$ cat config.mk
export PLATFORM = sky130hd
export DESIGN_NAME = sw_debounce
export DESIGN_NICKNAME = d
export VERILOG_FILES = /design/src/rtl/sw_debounce.sv
export SDC_FILE = /design/constraint.sdc
export NUM_CORES = 1
export LEC_CHECK = 0
export BUFFER_PORTS_ARGS = -buffer_cell sky130_fd_sc_hd__buf_2
export CORE_ASPECT_RATIO = 1.1
export CORE_MARGIN = 5
export CORE_UTILIZATION = 42
export CTS_CLUSTER_DIAMETER = 80
export CTS_CLUSTER_SIZE = 14
export DETAILED_ROUTE_END_ITERATION = 10
export RECOVER_POWER = 25
export SLEW_MARGIN = 20
export SYNTH_ARGS = -nofsm -noshare
export SYNTH_HDL_FRONTEND = slang
export SYNTH_SLANG_ARGS = --single-unit
$ cat constraint.sdc
create_clock -name clk -period 2.2 [get_ports clk]
set_input_delay 0.22 -clock clk [delete_from_list [all_inputs] [get_ports clk]]
set_output_delay 0.22 -clock clk [all_outputs]
set_load 0.01 [all_outputs]
$ cat src/rtl/sw_debounce.sv
// sw_debounce: conditions raw board switch/key pins for the SoC PIO.
// Each pin is synchronised into clk with a two-flop chain, then debounced
// against a shared prescaled tick. A new level is accepted only after it
// has persisted, without interruption, across STABLE_TICKS tick edges.
//
// Ports:
//   clk          single clock for all logic
//   rst          synchronous, active-high reset
//   sw_raw       asynchronous board pins
//   evt_clr      clears evt_count (an event in the same cycle still counts)
//   sw_stable    debounced level, feeds sw_export
//   sw_changed   one-cycle strobe per bit whose sw_stable just toggled
//   any_changed  OR of sw_changed (combinational from registered strobes)
//   evt_count    number of cycles with any_changed high, wraps at 16 bits
module sw_debounce #(
  parameter int WIDTH        = 32,
  parameter int TICK_DIV     = 50000,
  parameter int STABLE_TICKS = 10
) (
  input  logic             clk,
  input  logic             rst,
  input  logic [WIDTH-1:0] sw_raw,
  input  logic             evt_clr,
  output logic [WIDTH-1:0] sw_stable,
  output logic [WIDTH-1:0] sw_changed,
  output logic             any_changed,
  output logic [15:0]      evt_count
);

  localparam int PRE_W = (TICK_DIV > 1) ? $clog2(TICK_DIV) : 1;
  localparam int CNT_W = (STABLE_TICKS > 0) ? $clog2(STABLE_TICKS + 1) : 1;
  localparam logic [PRE_W-1:0] PRE_LAST = PRE_W'(TICK_DIV - 1);
  localparam logic [CNT_W-1:0] CNT_LAST = CNT_W'(STABLE_TICKS - 1);

  logic [WIDTH-1:0]            sync1_r;
  logic [WIDTH-1:0]            sync2_r;
  logic [WIDTH-1:0]            stable_r;
  logic [WIDTH-1:0]            changed_r;
  logic [PRE_W-1:0]            pre_r;
  logic [WIDTH-1:0][CNT_W-1:0] cnt_r;
  logic [15:0]                 evt_count_r;
  logic                        tick_s;
  logic                        any_changed_s;

  // Two-flop synchroniser; only sync2_r is used by the debounce logic.
  always_ff @(posedge clk) begin
    if (rst) begin
      sync1_r <= {WIDTH{1'b0}};
      sync2_r <= {WIDTH{1'b0}};
    end else begin
      sync1_r <= sw_raw;
      sync2_r <= sync1_r;
    end
  end

  // Prescaler counting 0..TICK_DIV-1; the last count is the tick cycle.
  always_ff @(posedge clk) begin
    if (rst) begin
      pre_r <= {PRE_W{1'b0}};
    end else if (tick_s) begin
      pre_r <= {PRE_W{1'b0}};
    end else begin
      pre_r <= pre_r + PRE_W'(1'b1);
    end
  end

  // Tick decode and change summary.
  always_comb begin
    tick_s        = (pre_r == PRE_LAST);
    any_changed_s = |changed_r;
  end

  // Per-bit debounce: a matching cycle restarts the count, so any glitch
  // shorter than the acceptance window is discarded. Accept is checked
  // before count so a bit never counts past STABLE_TICKS-1.
  always_ff @(posedge clk) begin
    if (rst) begin
      stable_r  <= {WIDTH{1'b0}};
      changed_r <= {WIDTH{1'b0}};
      cnt_r     <= {(WIDTH*CNT_W){1'b0}};
    end else begin
      for (int i = 0; i < WIDTH; i++) begin
        if (sync2_r[i] == stable_r[i]) begin
          cnt_r[i]     <= {CNT_W{1'b0}};
          changed_r[i] <= 1'b0;
        end else if (tick_s && (cnt_r[i] == CNT_LAST)) begin
          stable_r[i]  <= sync2_r[i];
          cnt_r[i]     <= {CNT_W{1'b0}};
          changed_r[i] <= 1'b1;
        end else if (tick_s) begin
          cnt_r[i]     <= cnt_r[i] + CNT_W'(1'b1);
          changed_r[i] <= 1'b0;
        end else begin
          cnt_r[i]     <= cnt_r[i];
          changed_r[i] <= 1'b0;
        end
      end
    end
  end

  // Event counter: one count per cycle with any change, however many bits
  // toggled. A clear colliding with an event leaves that event counted.
  always_ff @(posedge clk) begin
    if (rst) begin
      evt_count_r <= 16'h0000;
    end else begin
      case ({evt_clr, any_changed_s})
        2'b11:   evt_count_r <= 16'h0001;
        2'b10:   evt_count_r <= 16'h0000;
        2'b01:   evt_count_r <= evt_count_r + 16'h0001;
        default: evt_count_r <= evt_count_r;
      endcase
    end
  end

  assign sw_stable   = stable_r;
  assign sw_changed  = changed_r;
  assign any_changed = any_changed_s;
  assign evt_count   = evt_count_r;

endmodule

Word level (Yosys, flattened, before mapping)

Cells that the tools add are included.

Flip-flop bits (word level): 288
Memories: 0
Latch bits: 0
Memory bits (writable): 0
Bits of input ports: 35
Logic and storage cells: 398
Memory bits (read-only): 0
Output and inout port bits: 81

Multiplexer cells: 33
Bitwise logic cells: 32
Multiply operators: 0
Divide/modulo/power cells: 0
$add $sub $neg: 34
Reduce and logical (&&, ||, !) cells: 131
Shifts and indexed selects: 0
Equality and inequality tests: 68
$lt $le $gt $ge: 0

Operators with widths:

| kind                                                | number |
|---|---|
| adder 4 x 1 -> 4 bit, second input constant         | 32 |
| equality test 4 bit, second input constant          | 32 |
| OR reduction 3 bit                                  | 32 |
| OR reduction 2 bit                                  | 33 |
| AND reduction 2 bit                                 | 32 |
| one-hot mux 16 bit (3 select lines)                 | 1 |
| adder 16 x 1 -> 16 bit, second input constant       | 2 |
| equality test 1 bit                                 | 32 |
| logical AND 1 bit                                   | 32 |
| 2-to-1 mux 1 bit                                    | 32 |
| inverter 1 bit                                      | 32 |
| OR reduction 32 bit                                 | 1 |
| equality test 16 bit, second input constant         | 1 |
| equality test 2 bit, second input constant          | 2 |
| nonzero test 3 bit                                  | 1 |
| equality test 2 x 1 -> 1 bit, second input constant | 1 |

Longest topological paths before layout

Gate-level depths: netlist of the first run.

Depth after elaboration: 3
Mapped depth: 10
Mapped depth without buffers: 8

Worst setup path after synthesis of the first run

Ideal clock, no wire load.

Kind: register -> register
Start point: register changed_r[24], in the netlist sw_changed[24]
End point: register evt_count_r[7], in the netlist evt_count[7]
Buffers on the path: 2
Arrival: 2022 ps
Slack: 50 ps
Period minus slack after synthesis: 2150 ps
Stages on the path, launching flop included: 11
Path through: dfxtp_1 > nor4_1 > nand4_1 > nor2_1 > ha_1 > clkbuf_1 > nand4b_1 > clkbuf_1 > nor3_1 > xnor2_1 > nor2_1

Cells in the longest elaborated chain, start to end: 3
Elaborated cells between the ends (all ways): 6
Those cells by class: 3 x eq/ne; 1 x mux; 2 x reduce/logical

RTL lines:

| item                                                                             | line | text |
|---|---|---|
| from (decl)                                                                      | 38   | `logic [WIDTH-1:0] changed_r;` |
| from (signal assigned)                                                           | 79   | `changed_r <= {WIDTH{1'b0}};` |
| OR reduction 32 bit (*)                                                          | 70   | `any_changed_s = \|changed_r;` |
| equality test 2 x 1 -> 1 bit / equality test 2 bit (equally long branches)       | 107  | `case ({evt_clr, any_changed_s})` |
| one-hot mux 16 bit (3 select lines) / nonzero test 3 bit (equally long branches) | --   |  |
| to (signal assigned)                                                             | 110  | `2'b01: evt_count_r <= evt_count_r + 16'h0001;` |
| to (signal assigned)                                                             | 111  | `default: evt_count_r <= evt_count_r;` |
| to (decl)                                                                        | 41   | `logic [15:0] evt_count_r;` |

Every way passes the cells marked *; elsewhere a longest branch is shown, timed or not.
A chain may end at the register's enable or synchronous reset.

Worst setup path in the final report of the first run

Start point: register changed_r[21], in the netlist sw_changed[21]
End point: register evt_count_r[10], in the netlist evt_count[10]

Same word-level chain as after synthesis.

==> run metrics, run 1 <==
data arrival at the endpoint of the critical path=2620 ps; cell accounting for the most synthesized area=sky130_fd_sc_hd__dfxtp_1; synth top area cells=sky130_fd_sc_hd__dfxtp_1, sky130_fd_sc_hd__ha_1, sky130_fd_sc_hd__a21oi_1; CTS root buffer=sky130_fd_sc_hd__clkbuf_16; number of warnings reported in the yosys synthesis log=0; drt initial violations=approximately 430; number of global-route vias before repair=9,422; portion of synthesized cell area occupied by the leading cell type=between 40% and 50%; Total Power Consumption=a little over 9 mW; total global routing overflow=0; cell count after synthesis=about 1,400; Max Slew Vio Count=0; antenna viol nets, final=0; number of diodes added for antenna fixing=0; static power due to leakage=about 5.4 nW; share of the cycle needed by the critical path after routing=100.6%; number of enable flip-flop cells after synthesis=0; routed length per instance=13.78 um; HPWL after DPL=around 17,000 um; TritonRoute pass-1 iters=5; cell area power density=between 600 and 700 nW/um^2; Overall Global Routing Usage=15.52%; total wire length=around 26,000 um; RSZ-0062 raised after global routing=true; post-route worst hold slack=roughly 150 ps; WS Path Type=flop to flop; Via-to-Cell Ratio=about 5.2; post-synthesis area per instance=about 8.9 um^2; final setup TNS=-16.05 ps; routability cong.=0.7772; peak ir drop on the vdd network=0.5233 mV; count of unresolved DRC violations after routing=0; shortest clock period the worst path allows after layout=~2200 ps; Finished Core Util=between 50% and 60%; skew final=around 21 ps; initial standard-cell utilization of the core=between 40 and 50%; syn_nets=approximately 1,500; via count=between 9,000 and 10,000; Max Fanout on Critical Path=5; Post-layout nets=roughly 1,600; Die Span X=between 150 and 200 um; crit path launch type=flop; most used flip-flop cell after synthesis=sky130_fd_sc_hd__dfxtp_1; number of max-cap violations=0; number of rows in the core area=65; Area after DPL=~13,000 um^2; area growth from synthesis to final layout=17.16%; total instance count after detailed placement=roughly 1,800; final-report hold violation count=0; type of destination of the critical path=flop; Core ar.=roughly 29,000 um^2; maximum number of pins on one net before global-route repair=between 80 and 90; Reg clk slew, reported paths=~70 ps; run status=finished with violations; global-route wire length before repair=roughly 45,000 um; count of input and output buffers=about 120; H-tree depth=1; Boundary Pins=116; number of different library cells in the post-synthesis netlist=40; TritonCTS clock tree=yes; die footprint=32,850 um^2; summed area of non-filler cells in the final layout=14,430 um^2; ys async rst share=0%; vertical die dimension=roughly 190 um; critical path data required time=roughly 2600 ps; final cell count without fillers=1,901; maximum clock rate=roughly 450 MHz; Final Setup Violations=3; class of the tightest hold or removal check=input port to flop; violated checks=setup timing; worst setup slack after placement=-112.1 ps; Worst-Skew Late Latency=530 ps; area of the mapped netlist=roughly 12,000 um^2; ratio of cells with drive above 1 in the final layout=12.92%; share of the yosys chip area belonging to registers=a little under half; number of clock sinks=~290; cts bufs inserted=24; Setup WS post-layout=-12.69 ps; Max Root-Sink Buffers=3; normalized max-slew margin=66.83%; number of storage elements in the synthesis netlist=~290; Tightest Pin Transition=between 400 and 500 ps; number of antenna violations at the first check in global routing=0
==> where the power goes <==
group / switching, mW / internal, mW / leakage (nW) / total, mW
sequential: 0.0288 / 5.27 / 2.34 / 5.30
clock: 1.81 / 1.94 / 0.310 / 3.75
combinational: 0.119 / 0.136 / 2.74 / 0.255
total: 1.96 / 7.35 / 5.38 / 9.31
==> area by class of cell <==
class                           instances  area (um^2)
Fill cell                            2765        14360
Multi-Input combinational cell        962         6076
Sequential cell                       288         5771
Timing Repair Buffer                  179         1207
Clock buffer                           24        600.6
Tap cell                              368        460.4
Inverter                               77        289.0
Clock inverter                          3        26.28
==> synthesized netlist by cell type (7+ instances only) <==
master and n:
sky130_fd_sc_hd__nand2b_1 33, sky130_fd_sc_hd__nand3b_1 15, sky130_fd_sc_hd__nor4_1 20, sky130_fd_sc_hd__nand4_1 10, sky130_fd_sc_hd__or4_1 27, sky130_fd_sc_hd__clkbuf_1 34, sky130_fd_sc_hd__inv_1 77, sky130_fd_sc_hd__nand3_1 64
sky130_fd_sc_hd__a41oi_1 27, sky130_fd_sc_hd__o21ai_0 65, sky130_fd_sc_hd__nor2_1 64, sky130_fd_sc_hd__xnor2_1 20, sky130_fd_sc_hd__ha_1 69, sky130_fd_sc_hd__a21oi_1 131, sky130_fd_sc_hd__nand4b_1 7, sky130_fd_sc_hd__nor2b_1 64
sky130_fd_sc_hd__nor3_1 38, sky130_fd_sc_hd__dfxtp_1 288, sky130_fd_sc_hd__nand2_1 129, sky130_fd_sc_hd__a311oi_1 27, sky130_fd_sc_hd__buf_2 15, sky130_fd_sc_hd__xor2_1 38, sky130_fd_sc_hd__or2_2 27, sky130_fd_sc_hd__or3_1 62
==> sequential cells by signal, summed over array words and instances, names as in the netlist <==
name and count:
cnt_r 128, evt_count 16, pre_r 16, sw_changed 32, sw_stable 32, sync1_r 32, sync2_r 32
==> placed cells by master, fill, tap and decap left out, types with 24 or more instances in the layout <==
cell type / synthesis / routed
sky130_fd_sc_hd__o21ai_0: 65 / 65
sky130_fd_sc_hd__a311oi_1: 27 / 27
sky130_fd_sc_hd__xor2_1: 38 / 38
sky130_fd_sc_hd__nor2_1: 64 / 63
sky130_fd_sc_hd__nand3_1: 64 / 64
sky130_fd_sc_hd__dlygate4sd3_1: 0 / 32
sky130_fd_sc_hd__or4_1: 27 / 27
sky130_fd_sc_hd__nor2b_1: 64 / 64
sky130_fd_sc_hd__nand2b_1: 33 / 33
sky130_fd_sc_hd__a41oi_1: 27 / 27
sky130_fd_sc_hd__or2_2: 27 / 26
sky130_fd_sc_hd__nor3_1: 38 / 37
sky130_fd_sc_hd__ha_1: 69 / 67
sky130_fd_sc_hd__or3_1: 62 / 62
sky130_fd_sc_hd__inv_1: 77 / 76
sky130_fd_sc_hd__buf_2: 15 / 90
sky130_fd_sc_hd__clkbuf_16: 0 / 24
sky130_fd_sc_hd__a21oi_1: 131 / 130
sky130_fd_sc_hd__clkbuf_1: 34 / 24
sky130_fd_sc_hd__dfxtp_1: 288 / 284
sky130_fd_sc_hd__nand2_1: 129 / 129
==> layer usage <==
layer	vias to the layer above	share of wire (%)	GRT usage, %
met5	-	0	0
met4	0	1.9	4.176
met3	34	5.2	3.378
met2	140	47	27.10
met1	4658	46	19.49
li1	5114	-	-
==> final timing paths <==
kind | start | endpoint | slack, ps | depth (start not counted)
worst max-delay path | sw_changed[21]$_SDFF_PP0_ | evt_count[10]$_SDFFE_PP0P_ | -10 | 11
worst max register to register | sw_changed[21]$_SDFF_PP0_ | evt_count[10]$_SDFFE_PP0P_ | -10 | 11
worst min-delay path | rst | sync2_r[7]$_SDFF_PP0_ | 150 | 2
worst min register to register | sync1_r[20]$_SDFF_PP0_ | sync2_r[20]$_SDFF_PP0_ | 440 | 1
==> logic make-up (layout without fill, tap and decap cells) <==
group / Yosys count / in the layout / share of synthesized area, %
buffers and inverters: 134 / 283 / 4.429
and+or+nand+nor: 570 / 571 / 24.99
muxes: 1 / 1 / 0.08127
AOI/OAI and AO/OA: 263 / 263 / 12.56
DFF: 288 / 288 / 46.81
xor gates and xnor gates: 58 / 58 / 4.124
adders and majority gates: 69 / 69 / 7.009
==> repair_timing <==
action | CTS | global route
buffers inserted | 2 | 1
endpoints found under the setup margin | 16 | 18
endpoints found under the hold margin | 32 | 0
hold buffers | 32 | 0
cloned | 0 | 1
gates resized for setup | 7 | 14
pin swaps | 3 | 3
==> worst max-delay path, stage by stage, from the launching register on <==
cell,delay [ps]
sky130_fd_sc_hd__dfxtp_2,320
sky130_fd_sc_hd__nor4_2,260
sky130_fd_sc_hd__buf_4,160
sky130_fd_sc_hd__nand4_1,240
sky130_fd_sc_hd__nor2_4,200
sky130_fd_sc_hd__buf_4,140
sky130_fd_sc_hd__ha_4,150
sky130_fd_sc_hd__nand4b_1,190
sky130_fd_sc_hd__buf_4,180
sky130_fd_sc_hd__nor4_1,50
sky130_fd_sc_hd__xnor2_1,150
sky130_fd_sc_hd__nor2_1,50
No activity file was read; power rests on OpenSTA's default activity.
==> run 2: changes to the inputs <==
--- a/config.mk
+++ b/config.mk
@@ -12,6 +12,7 @@
 export CTS_CLUSTER_DIAMETER = 80
 export CTS_CLUSTER_SIZE = 14
 export DETAILED_ROUTE_END_ITERATION = 10
+export GPL_TIMING_DRIVEN = 0
 export RECOVER_POWER = 25
 export SLEW_MARGIN = 20
 export SYNTH_ARGS = -nofsm -noshare
==> run 2 against run 1 <==
Net effect:
- the flow still finishes with violations (setup timing)
- critical endpoint is now any_changed
- non-clock buffer count is 34 higher
- wire length up 24%
- final area increased by 1.1%
- critical path type is now flop to output pin
- count of clock-buffer cells in the layout is 2 higher
- first-iteration DRC count increased by 32%
- setup slack got worse by 260 ps
- sequential share of layout area is 0.44 points lower
==> run metrics, run 2 (synthesized netlist as in run 1, its figures left out) <==
number of max-cap violations=0 (unchanged); initial standard-cell utilization of the core=42.78% (unchanged); Largest register FFs=128 (unchanged); critical path data required time=1980 ps (-630 ps); number of clock sinks=288 (unchanged); Reg clk slew, reported paths=70 ps (about the same); share of the cycle needed by the critical path after routing=112.3% (+12 points); Boundary Pins=116 (unchanged); launching point of the worst reg2reg path=sw_changed[16]$_SDFF_PP0_; Max Root-Sink Buffers=3 (unchanged); total global routing overflow=0 (unchanged); TritonCTS clock tree=yes; routability cong.=0.8259 (+6.3%); via count=10,390 (+4.4%); worst setup slack after placement=-1356 ps (-1244 ps); cell area power density=646.0 nW/um^2 (+0.17%); Max Fanout on Critical Path=2 (-3); HPWL after DPL=22,090 um (+27%); WS Path Type=flop to output pin; antenna viol nets, final=0 (unchanged); H-tree depth=1 (unchanged); hold path start=evt_clr; ratio of cells with drive above 1 in the final layout=12.58% (-0.34 points); drt initial violations=563 (+32%); CTS root buffer=sky130_fd_sc_hd__clkbuf_16; number of rows in the core area=65 (unchanged); shortest clock period the worst path allows after layout=2470 ps (+256.9 ps); maximum number of pins on one net before global-route repair=15 (-83%); Final Setup Violations=17 (+14); Worst R2R End=evt_count[11]$_SDFFE_PP0P_; Die Span X=173.3 um (unchanged); cts bufs inserted=24 (unchanged); die footprint=32,850 um^2 (unchanged); commonest cells after routing, fill and taps aside=sky130_fd_sc_hd__dfxtp_1, sky130_fd_sc_hd__a21oi_1, sky130_fd_sc_hd__nand2_1; most common library cell in the layout ignoring fill and taps=sky130_fd_sc_hd__dfxtp_1; vertical die dimension=189.6 um (unchanged); count of unresolved DRC violations after routing=0 (unchanged); number of diodes added for antenna fixing=0 (unchanged); TritonRoute pass-1 iters=5 (unchanged); Core ar.=28,790 um^2 (unchanged); cells on worst reg2reg path=10 (-1); maximum clock rate=404.9 MHz (-10%); count of input and output buffers=115 (unchanged); Overall Global Routing Usage=19.17% (+3.6 points); total wire length=32,600 um (+24%); register with the most flip-flops=cnt_r; Finished Core Util=50.66% (+0.53 points); normalized max-slew margin=34.20% (-33 points); Setup WS post-layout=-269.6 ps (-256.9 ps); type of destination of the critical path=output pin; class of the tightest hold or removal check=input port to flop; number of global-route vias before repair=9,944 (+5.5%); data arrival at the endpoint of the critical path=2250 ps (-370 ps); routed length per instance=16.86 um (+22%); Post-layout nets=1,669 (+2.0%); run status=finished with violations; violated checks=setup timing; Area after DPL=13,350 um^2 (-0.40%); static power due to leakage=5.344 nW (-0.72%); worst hold path depth=5 (+3); Worst-Skew Late Latency=520 ps (about the same); end point of the worst hold path=evt_count[14]$_SDFFE_PP0P_; number of antenna violations at the first check in global routing=0 (unchanged); register-to-register path setup slack=-250 ps (-240 ps); area growth from synthesis to final layout=18.41%; global-route wire length before repair=52,170 um (+17%); final-report hold violation count=0 (unchanged); Max Slew Vio Count=0 (unchanged); summed area of non-filler cells in the final layout=14,580 um^2 (+1.1%); crit path launch type=flop; skew final=12.45 ps (-8.962 ps); RSZ-0062 raised after global routing=true; Tightest Pin Transition=987.0 ps (+489.5 ps); Via-to-Cell Ratio=5.371 (+2.7%); peak ir drop on the vdd network=0.6107 mV (+17%)
[run 2: cell types whose count changed in the layout (fill, tap and decap cells not counted), sizes merged]
| cell | previous run | this run |
|---|---|---|
| buf | 123 | 96 |
| clkbuf | 48 | 111 |
| clkinv | 3 | 0 |
| clkinvlp | 0 | 1 |
| or2 | 28 | 27 |
[run 2: how the worst max path moves through the flow]
stage | end | depth (start not counted) | slack [ps] | from
after CTS | evt_count[11]$_SDFFE_PP0P_ | 10 | -320 | sw_changed[21]$_SDFF_PP0_
after floorplan | evt_count[7]$_SDFFE_PP0P_ | 10 | 50 | sw_changed[24]$_SDFF_PP0_
after detailed placement | evt_count[7]$_SDFFE_PP0P_ | 10 | -1360 | sw_changed[16]$_SDFF_PP0_
final | any_changed | 6 | -270 | sw_changed[16]$_SDFF_PP0_
after global routing | evt_count[12]$_SDFFE_PP0P_ | 10 | -410 | sw_changed[16]$_SDFF_PP0_
after global placement | evt_count[9]$_SDFFE_PP0P_ | 10 | -1370 | sw_changed[16]$_SDFF_PP0_
[run 2: where the power goes]
part           internal (mW)  switching, mW  leakage (nW)  total (mW)
Combinational          0.139          0.147          2.70       0.286
Sequential              5.27         0.0324          2.33        5.31
Clock                   2.01           1.82         0.309        3.83
[run 2: critical path, stage by stage, from the launching register on]
cell                      delay (ps)
sky130_fd_sc_hd__dfxtp_2         340
sky130_fd_sc_hd__nor4_4          420
sky130_fd_sc_hd__nand4_1         380
sky130_fd_sc_hd__nor2_2          280
sky130_fd_sc_hd__buf_4           160
sky130_fd_sc_hd__inv_4            40
sky130_fd_sc_hd__buf_6           110
[run 2: what timing repair did]
action                                  in CTS  in global routing
resized for setup                           46                 28
gates cloned                                 2                  0
endpoints found under the setup margin     187                140
endpoints found under the hold margin       32                  0
buffers inserted                             7                  5
hold buffers                                32                  0
pin swaps                                   13                 13
[run 2: final cells by class]
cell class                      instances  area, um^2
Buffer                                 53       306.5
Clock buffer                           26       629.4
Multi-Input combinational cell        961        6166
Fill cell                            2747       14210
Inverter                               77       291.5
Clock inverter                          1       7.507
Tap cell                              368       460.4
Timing Repair Buffer                  160       954.7
Sequential cell                       288        5768
[run 2: through the flow]
step | hold slack [ps] | power [mW] | TNS (ps) | std cells
5_1_grt | 328.6 | 9.758 | -5813 | 1934
2_1_floorplan | 348.2 | 5.545 | 0 | 1383
4_1_cts | 208.9 | 9.534 | -4164 | 1931
3_3_place_gp | 415.6 | 5.646 | -27440 | 1866
3_5_place_dp | 422.3 | 5.650 | -31090 | 1866
6_report | 316.4 | 9.422 | -3444 | 1934
[run 2: routing by layer]
metal	GRT usage, %	vias up	routed length [um]
li1	-	5186	-
met1	25.48	4953	14920
met2	33.54	220	15660
met3	2.742	29	1546
met4	3.746	0	469
met5	0	-	0
==> run 3: changes to the inputs <==
--- a/config.mk
+++ b/config.mk
@@ -5,6 +5,7 @@
 export SDC_FILE = /design/constraint.sdc
 export NUM_CORES = 1
 export LEC_CHECK = 0
+export ABC_AREA = 1
 export BUFFER_PORTS_ARGS = -buffer_cell sky130_fd_sc_hd__buf_2
 export CORE_ASPECT_RATIO = 1.1
 export CORE_MARGIN = 5
==> run 3 against run 2 <==
Net effect:
- the flow now finishes without violations
- final area grew 8.1%
- fmax grew 19%
- non-clock buffer count grew 16
- final cell count grew 27%
- via count grew 18%
- sequential cell count is the same
- die area grew 10%
- critical path type is now flop to flop
==> run metrics, run 3 <==
commonest cells after routing, fill and taps aside=sky130_fd_sc_hd__nand2_1, sky130_fd_sc_hd__dfxtp_1, sky130_fd_sc_hd__nor2_1; register with the most flip-flops=cnt_r; critical path data required time=2620 ps (+640 ps); normalized max-slew margin=37.76% (+3.6 points); critical path's slowest cell=sky130_fd_sc_hd__dfxtp_1; routed length per instance=15.26 um (-9.5%); count of input and output buffers=115 (unchanged); routability cong.=0.8616 (+4.3%); Max Root-Sink Buffers=3 (unchanged); cell accounting for the most synthesized area=sky130_fd_sc_hd__dfxtp_1; peak ir drop on the vdd network=0.4562 mV (-25%); number of warnings reported in the yosys synthesis log=0 (unchanged); die footprint=36,280 um^2 (+10%); skew final=22.55 ps (+10.10 ps); series of cell instances along the critical path=ha_1 > nand3_2 > nor2_4 > buf_2 > nand4_1 > nand2_1 > a21oi_1; final-report hold violation count=0 (unchanged); number of different library cells in the post-synthesis netlist=28 (-30%); cell count after synthesis=1,853 (+34%); most used flip-flop cell after synthesis=sky130_fd_sc_hd__dfxtp_1; run status=finished clean; most common cell in the netlist=sky130_fd_sc_hd__nand2_1; number of storage elements in the synthesis netlist=288 (unchanged); Core ar.=32,200 um^2 (+12%); data arrival at the endpoint of the critical path=2490 ps (+240 ps); cell area power density=598.2 nW/um^2 (-7.4%); drt initial violations=693 (+23%); Largest register FFs=128 (unchanged); share of the cycle needed by the critical path after routing=94.01% (-18 points); final setup TNS=0 ps (+3444 ps); number of clock sinks=288 (unchanged); total global routing overflow=0 (unchanged); TritonCTS clock tree=yes; number of enable flip-flop cells after synthesis=0 (unchanged); crit path launch type=flop; count of unresolved DRC violations after routing=0 (unchanged); post-synthesis area per instance=7.381 um^2 (-17%); type of destination of the critical path=flop; number of max-cap violations=0 (unchanged); CTS root buffer=sky130_fd_sc_hd__clkbuf_16; Reg clk slew, reported paths=70 ps (about the same); H-tree depth=1 (unchanged); area growth from synthesis to final layout=15.29%; cts bufs inserted=24 (unchanged); static power due to leakage=6.266 nW (+17%); Post-layout nets=2,135 (+28%); Worst-Skew Late Latency=540 ps (+20 ps); most common library cell in the layout ignoring fill and taps=sky130_fd_sc_hd__nand2_1; area of the mapped netlist=13,680 um^2 (+11%); number of rows in the core area=69 (+6.2%); area of combinational cells with multiple inputs=6605 um^2 (+7.1%); Max Slew Vio Count=0 (unchanged); ratio of cells with drive above 1 in the final layout=9.158% (-3.4 points); Max Fanout on Critical Path=10 (+8); via count=12,240 (+18%); antenna viol nets, final=0 (unchanged); initial standard-cell utilization of the core=42.47% (-0.31 points); global-route wire length before repair=59,540 um (+14%); RSZ-0062 raised after global routing=false; shortest clock period the worst path allows after layout=2068 ps (-401.4 ps); synth top area cells=sky130_fd_sc_hd__dfxtp_1, sky130_fd_sc_hd__nand2_1, sky130_fd_sc_hd__nor2_1; Overall Global Routing Usage=20.19% (+1.0 points); class of the tightest hold or removal check=input port to flop; number of antenna violations at the first check in global routing=0 (unchanged); total wire length=37,490 um (+15%); Boundary Pins=116 (unchanged); area taken by flip-flops and latches=5766 um^2 (about the same); Finished Core Util=48.96% (-1.7 points); portion of synthesized cell area occupied by the leading cell type=42.16% (-4.7 points); maximum clock rate=483.5 MHz (+19%); TritonRoute pass-1 iters=7 (+2); syn_nets=1,957 (+32%); Crit path largest cell delay=380 ps (-40 ps); vertical die dimension=199.3 um (+5.1%); ys async rst share=0% (unchanged); Final Setup Violations=0 (-17); number of diodes added for antenna fixing=0 (unchanged); WS Path Type=flop to flop; Tightest Pin Transition=933.7 ps (-53.31 ps); number of global-route vias before repair=11,690 (+18%); cell types with the highest counts after synthesis=sky130_fd_sc_hd__nand2_1, sky130_fd_sc_hd__dfxtp_1, sky130_fd_sc_hd__nor2_1; Via-to-Cell Ratio=4.980 (-7.3%); Die Span X=182.1 um (+5.1%); share of the yosys chip area belonging to registers=42.16% (-4.7 points); maximum number of pins on one net before global-route repair=15 (unchanged); HPWL after DPL=26,570 um (+20%); fillcell total=3,228 (+18%)
==> run 3: changes by cell type after synthesis, sizes merged, moves of 28 or more <==
cell    before  now
or3         62    0
nand2b      33    0
nor2        64  280
nand4       11   75
inv         77  229
xor2        38   66
nand3b      15   66
o21ai       65    7
nand3       64  117
nor2b       64    0
buf         19   60
nand2      129  377
==> run 3: worst paths after layout <==
check             slack [ps]                         to  cells after the start                    from
setup / recovery         130      cnt_r[5]$_SDFFE_PP0P_                      7     pre_r[0]$_SDFF_PP0_
hold / removal           220  evt_count[0]$_SDFFE_PP0P_                      5                 evt_clr
setup reg to reg         130      cnt_r[5]$_SDFFE_PP0P_                      7     pre_r[0]$_SDFF_PP0_
hold reg to reg          400     sync2_r[30]$_SDFF_PP0_                      2  sync1_r[30]$_SDFF_PP0_
==> run 3: per-stage QoR <==
stage / worst slack [ps] / total power [mW] / area, um^2 / instances / hold WS (ps)
3_5_place_dp: -337.2 / 5.678 / 14790 / 2394 / 393.9
3_3_place_gp: -311.6 / 5.672 / 14790 / 2394 / 389.4
4_1_cts: 19.32 / 9.553 / 15770 / 2454 / 52.74
2_1_floorplan: 293.1 / 5.567 / 13680 / 1853 / 327.0
6_report: 131.8 / 9.432 / 15770 / 2457 / 220.1
5_1_grt: 12.02 / 9.797 / 15770 / 2457 / 217.2
==> run 3: layout make-up <==
type	count	area share (%)
well taps	426	3.380
plain buffers	77	3.119
inverters	229	5.467
multi-input cells	1259	41.89
repair buffers	152	5.610
flip-flops and latches	288	36.57
clock inverters	2	0.1587
clock buffers	24	3.809
==> run 3: worst max-delay path: cells and delay by family (launching register included) <==
family	cells	cell delay [ps]
AOI/OAI and AO/OA	1	60
adders and majority gates	1	230
buffers and inverters	1	380
DFF	1	380
and+or+nand+nor	4	900
==> run 3: cell families (layout without fill, tap and decap cells) <==
| family | after synthesis | in the layout | share of synthesized area (%) |
|---|---|---|---|
| buffers and inverters | 306 | 484 | 9.853 |
| XOR/XNOR | 67 | 67 | 4.291 |
| AND/OR/NAND/NOR | 964 | 964 | 31.51 |
| AO/OA/AOI/OAI | 159 | 159 | 5.882 |
| flip-flops | 288 | 288 | 42.16 |
| adder cells (fa/ha/maj) | 69 | 69 | 6.312 |
==> run 3: metal layers <==
metal | global-route usage [%] | part of all wire [%] | routed length [um]
met1 | 25.50 | 44 | 16470
met4 | 6.505 | 3.3 | 1236
met2 | 35.91 | 48 | 18040
met5 | 0 | 0 | 0
met3 | 2.603 | 4.7 | 1744
==> run 3: what timing repair did <==
item	in CTS	in global routing
hold endpoints to repair	32	0
setup buffers	2	3
hold buffers	32	0
setup endpoints to repair	14	22
resized for setup	6	9
pin swaps	1	1
==> run 3: power breakdown <==
part           switching, mW  internal, mW
clock network           1.89          1.94
registers             0.0366          5.27
logic                  0.179         0.114
total                   2.11          7.33
